<file path="src/rtl/rx_frame_ctrl_pkg.sv">
// Shared definitions for the rx frame controller: FSM state encoding and default widths.
package rx_frame_ctrl_pkg;

   localparam int unsigned DEFAULT_DATA_W = 8;
   localparam int unsigned DEFAULT_DEPTH  = 4;

   typedef enum logic [1:0] {
      ST_IDLE    = 2'd0,
      ST_CAPTURE = 2'd1,
      ST_ACK     = 2'd2
   } state_t;

endpackage

</file>
<file path="src/rtl/rx_fifo.sv">
// Synchronous show-ahead FIFO with extra-MSB pointers; a push into a full FIFO is accepted
// only when a pop happens in the same cycle.
module rx_fifo
   import rx_frame_ctrl_pkg::*;
#(
   parameter int unsigned DATA_W = DEFAULT_DATA_W,
   parameter int unsigned DEPTH  = DEFAULT_DEPTH
) (
   input  logic              clk,
   input  logic              rst,
   input  logic              wr_en,
   input  logic [DATA_W-1:0] wr_data,
   input  logic              rd_en,
   output logic [DATA_W-1:0] rd_data,
   output logic              empty,
   output logic              full
);

   localparam int unsigned AW = $clog2(DEPTH);

   logic [DATA_W-1:0] mem [DEPTH];
   logic [AW:0]       wr_ptr;
   logic [AW:0]       rd_ptr;
   logic              push;
   logic              pop;

   assign empty   = (wr_ptr == rd_ptr);
   assign full    = (wr_ptr[AW] != rd_ptr[AW]) && (wr_ptr[AW-1:0] == rd_ptr[AW-1:0]);
   assign pop     = rd_en & ~empty;
   assign push    = wr_en & (~full | pop);
   assign rd_data = mem[rd_ptr[AW-1:0]];

   always_ff @(posedge clk or posedge rst) begin
      if (rst) begin
         wr_ptr <= '0;
         rd_ptr <= '0;
      end else begin
         if (push) wr_ptr <= wr_ptr + 1'b1;
         if (pop)  rd_ptr <= rd_ptr + 1'b1;
      end
   end

   // Storage needs no reset: entries are only visible between the pointers.
   always_ff @(posedge clk) begin
      if (push) mem[wr_ptr[AW-1:0]] <= wr_data;
   end

endmodule

</file>
<file path="src/rtl/rx_frame_ctrl.sv">
// Sequences the UART receiver: captures each completed frame, acks it, buffers good frames.
// Define RX_ERR_CNT_EN to add the saturating error-frame counter and its err_cnt port.
module rx_frame_ctrl
   import rx_frame_ctrl_pkg::*;
#(
   parameter int unsigned DATA_W = DEFAULT_DATA_W,
   parameter int unsigned DEPTH  = DEFAULT_DEPTH
`ifdef RX_ERR_CNT_EN
  ,parameter int unsigned CNT_W  = 8
`endif
) (
   input  logic              clk,
   input  logic              rst,
   input  logic [DATA_W-1:0] rx_po,
   input  logic              rx_ready,
   input  logic              rx_error,
   input  logic              rx_busy,
   output logic              rx_data_ack,
   input  logic              rd_en,
   output logic [DATA_W-1:0] rd_data,
   output logic              rd_valid,
   output logic              fifo_full,
   output logic              busy,
   output logic              ovf,
   input  logic              ovf_clr
`ifdef RX_ERR_CNT_EN
  ,output logic [CNT_W-1:0]  err_cnt
`endif
);

   state_t state_q, state_d;
   logic   ack_q, ack_d;
   logic   ovf_q, ovf_d;
   logic   capture;
   logic   good_frame;
   logic   drop;
   logic   fifo_empty;

   assign capture    = (state_q == ST_CAPTURE);
   assign good_frame = capture & ~rx_error;
   // A full FIFO still accepts the frame when the host pops in the same cycle.
   assign drop       = good_frame & fifo_full & ~rd_en;

   rx_fifo #(
      .DATA_W (DATA_W),
      .DEPTH  (DEPTH)
   ) u_fifo (
      .clk     (clk),
      .rst     (rst),
      .wr_en   (good_frame),
      .wr_data (rx_po),
      .rd_en   (rd_en),
      .rd_data (rd_data),
      .empty   (fifo_empty),
      .full    (fifo_full)
   );

   always_comb begin
      state_d = state_q;
      ack_d   = ack_q;
      unique case (state_q)
         ST_IDLE: begin
            if (rx_ready) state_d = ST_CAPTURE;
         end
         ST_CAPTURE: begin
            state_d = ST_ACK;
            ack_d   = 1'b1;
         end
         ST_ACK: begin
            if (!rx_ready) begin
               state_d = ST_IDLE;
               ack_d   = 1'b0;
            end
         end
         default: begin
            state_d = ST_IDLE;
            ack_d   = 1'b0;
         end
      endcase
   end

   always_comb begin
      ovf_d = ovf_q;
      if (drop)         ovf_d = 1'b1;
      else if (ovf_clr) ovf_d = 1'b0;
   end

   always_ff @(posedge clk or posedge rst) begin
      if (rst) begin
         state_q <= ST_IDLE;
         ack_q   <= 1'b0;
         ovf_q   <= 1'b0;
      end else begin
         state_q <= state_d;
         ack_q   <= ack_d;
         ovf_q   <= ovf_d;
      end
   end

`ifdef RX_ERR_CNT_EN
   logic [CNT_W-1:0] err_q, err_d;

   always_comb begin
      err_d = err_q;
      if (capture && rx_error && (err_q != {CNT_W{1'b1}})) err_d = err_q + 1'b1;
   end

   always_ff @(posedge clk or posedge rst) begin
      if (rst) err_q <= '0;
      else     err_q <= err_d;
   end

   assign err_cnt = err_q;
`endif

   assign rx_data_ack = ack_q;
   assign ovf         = ovf_q;
   assign rd_valid    = ~fifo_empty;
   assign busy        = rx_busy | (state_q != ST_IDLE);

endmodule
</file>
<file path="config.mk">
export PLATFORM = sky130hd
export DESIGN_NAME = rx_frame_ctrl
export DESIGN_NICKNAME = d
export VERILOG_FILES = /design/src/rtl/rx_frame_ctrl_pkg.sv /design/src/rtl/rx_fifo.sv /design/src/rtl/rx_frame_ctrl.sv
export SDC_FILE = /design/constraint.sdc
export NUM_CORES = 1
export LEC_CHECK = 0
export BUFFER_PORTS_ARGS = -buffer_cell sky130_fd_sc_hd__buf_4
export CORE_AREA = 3 3 93 73
export DETAILED_ROUTE_END_ITERATION = 7
export DIE_AREA = 0 0 96 76
export GPL_TIMING_DRIVEN = 0
export SLEW_MARGIN = 20
export SYNTH_ARGS = -nofsm -noshare
export SYNTH_HDL_FRONTEND = slang
export SYNTH_SLANG_ARGS = --single-unit
</file>
<file path="constraint.sdc">
create_clock -name clk -period 1.65 [get_ports clk]
set_clock_uncertainty 0.15 [all_clocks]
set_input_delay 0.33 -clock clk [delete_from_list [all_inputs] [get_ports clk]]
set_output_delay 0.33 -clock clk [all_outputs]
set_load 0.02 [all_outputs]
</file>
==> flow_summary.ini <==
[timing]
hold_ws_ps = 71.2
period_needed_ps = 2030
final_hold_viol_count = 0
setup_slack_ps = -376
setup-tns-final_ps = -14300
drv_slew = 0
fin_crit_sh_pct = 123
tightest_slew_ps = 385
fmax_ghz = 0.493
relSlewSlack_pct = 74.3
setup-violations-final = 47
rsz0062_at_grt = true

[final_layout]
nNetsFinal = 163
fillers = 522
n_antenna_cell = 0
synthToLayoutAreaGrowth_pct = 36.3
drive_above_1_share_pct = 53.5

[clock_tree]
clk_latency_ps = 300
cts_root_buf = clkbuf_8
cts_tree = built
clkSinkCount = 42
cts-buffers-inserted = 5
clockBufferDepth = 2
h-tree-depth = 2
path_clk_slew_ps = 90

[detailed_routing]
drt-total-wl_um = 3320
wl_per_cell_um = 14.9
drc = 0
num_vias = 964
antenna_left = 0
first_iter_violations = 62
via_per_inst = 4.34
dr.pass1.iters = 4

[run]
maxCapViolations = 0

[floorplanning]
core_sq_um = 5860
io_pins = 28
dieHeight_um = 76
die_w_um = 96
rows = 24
die_area_sq_um = 7300
initial_core_util_pct = 30.2

[synthesis]
ys_types = 27
synthCells = 95
syn_avg_cell_area_sq_um = 18.6
seq_area_frac_synth_pct = 68.5
ys_warn_count = 0
synth_area_sq_um = 1770
ys_ff_latch = 42
syn_nets = 115

[power_and_ir_drop]
cellPowerDensity_nw_per_um2 = 1790
cellLeakagePower_nw = 0.927
peakVddDrop_uv = 414
totalPowerFinal_mw = 4.32

[placed_design]
place_ws_ps = -260
gp_congestion = 0.715
io_buffers = 27
hpwl_um = 2090

[min_path]
min_path_type = primary input to register
holdPathEnd = u_fifo.mem[0][0]$_DFFE_PP_
hold_start = rx_po[0]
whs_path_depth = 1

[worst_setup_path]
reg2regPathDepth = 6
r2r-start = u_fifo.rd_ptr[0]$_DFFE_PP0P_
r2r_setup_slack_ps = -320
cp_data_required_time_ps = 1170
cp_max_fo = 10
r2r_end = u_fifo.mem[2][4]$_DFFE_PP_
crit_arrival_ps = 1550
worstSetupPathType = register to output pin
crit_path_start_kind = register
end_kind = output pin

[status]
failed_checks = negative setup slack
status = finished with violations

[grt]
antenna_found_initial = 0
grt_pass1_wl_um = 5420
grt_usage_pct = 10.0
grt_max_degree = 15
grt-ovfl-total = 0
grt_pass1_vias = 1056
-- logic make-up after synthesis --
family          count (synthesis)  share of synthesized area [%]
fa+ha+maj                       5                           3.54
mux                            11                           12.0
buf+inv                         7                           1.98
simple gates                   17                           5.45
xor+xnor                        7                           5.38
flops                          42                           68.5
compound gates                  6                           3.25
-- registers in the layout, summed over array words and instances (netlist names) --
name	cells
u_fifo.mem	32
u_fifo.rd_ptr	3
u_fifo.wr_ptr	3
state_q	2
ovf	1
rx_data_ack	1
-- worst max-delay path: stages (launching register included) --
cell     delay, ps
dfrtp_1        400
buf_12         170
mux4_2         520
buf_6          150
-- final cells by class --
cell class                 instances  area, sq um  area share (%)
timing repair buffer              40          372            15.4
sequential                        42         1210            50.2
inverter                           5         18.8           0.778
tap                               78         97.6            4.05
clock inverter                     3         21.3           0.882
clock buffer                       5         68.8            2.85
buffer                             2         35.0            1.45
multi-input combinational         47          587            24.3
-- cell usage in the layout (no fill, tap or decap), types with 2 or more instances in the layout --
cell type   n
nor2_1      2
xnor2_4     2
ha_1        5
xnor2_2     2
buf_4      23
clkbuf_8    5
buf_12      2
and2_4      5
edfxtp_1   32
nand3_2     2
dfrtp_1    10
mux4_2      8
nand2_2     2
buf_6      15
mux2i_1     2
nand2_1     3
inv_1       5
-- Yosys cell counts --
library cell | instances | share of area [%]
a21oi_1 | 1 | 0.28
a31oi_1 | 1 | 0.35
a41oi_4 | 1 | 1.6
and2_2 | 3 | 1.3
and2_4 | 1 | 0.50
buf_2 | 1 | 0.28
buf_6 | 1 | 0.64
dfrtp_1 | 10 | 14
edfxtp_1 | 32 | 54
ha_1 | 5 | 3.5
inv_1 | 5 | 1.1
mux2_2 | 1 | 0.64
mux2i_1 | 2 | 1.1
mux4_2 | 8 | 10
nand2_1 | 5 | 1.1
nand2b_1 | 1 | 0.35
nand3_1 | 2 | 0.57
nor2_1 | 3 | 0.64
o21ai_0 | 2 | 0.57
o41ai_1 | 1 | 0.50
or3_2 | 1 | 0.42
or3b_4 | 1 | 0.64
xnor2_1 | 3 | 1.5
xnor2_2 | 1 | 0.92
xnor2_4 | 1 | 1.6
xor2_1 | 1 | 0.50
xor2_2 | 1 | 0.92
-- what timing repair did --
action / 4_1_cts / 5_1_grt
setup endpoints to repair: 45 / 48
buffers inserted: 10 / 2
hold buffers: 1 / 0
pin swaps: 10 / 0
resized for setup: 21 / 8
hold endpoints to repair: 10 / 0
cloned: 1 / 0
-- routing by layer --
metal | routed length (um) | track usage, % | vias to the layer above
met5 | 0 | 0 | -
met1 | 1300 | 11.2 | 494
met2 | 1860 | 17.2 | 14
met3 | 95 | 3.06 | 6
met4 | 59 | 4.69 | 0
li1 | - | - | 450
-- power by group --
part	internal, mW	switching [mW]	total (mW)
Clock	0.297	0.365	0.662
Sequential	1.30	0.175	1.48
Combinational	1.21	0.974	2.18
-- how the worst max path moves through the flow --
stage | slack (ps) | to | cells past startpoint | from
global placement | -250 | u_fifo.mem[3][2]$_DFFE_PP_ | 4 | rx_error
detailed placement | -260 | u_fifo.mem[3][2]$_DFFE_PP_ | 4 | rx_error
global route | -430 | fifo_full | 6 | u_fifo.rd_ptr[0]$_DFFE_PP0P_
finish | -380 | rd_data[0] | 3 | u_fifo.rd_ptr[0]$_DFFE_PP0P_
floorplan | -90 | u_fifo.mem[3][0]$_DFFE_PP_ | 3 | state_q[1]$_DFFE_PP0P_
CTS | -400 | rd_data[0] | 3 | u_fifo.rd_ptr[0]$_DFFE_PP0P_
-- through the flow --
step           instance area, sq um  std cells  util [%]
2_1_floorplan                  1790         95         -
3_3_place_gp                   2090        200      35.7
3_5_place_dp                   2090        200      35.7
4_1_cts                        2370        220      40.4
5_1_grt                        2410        222      41.2
6_report                       2410        222      41.2
Power figures use the tool's default switching activity.
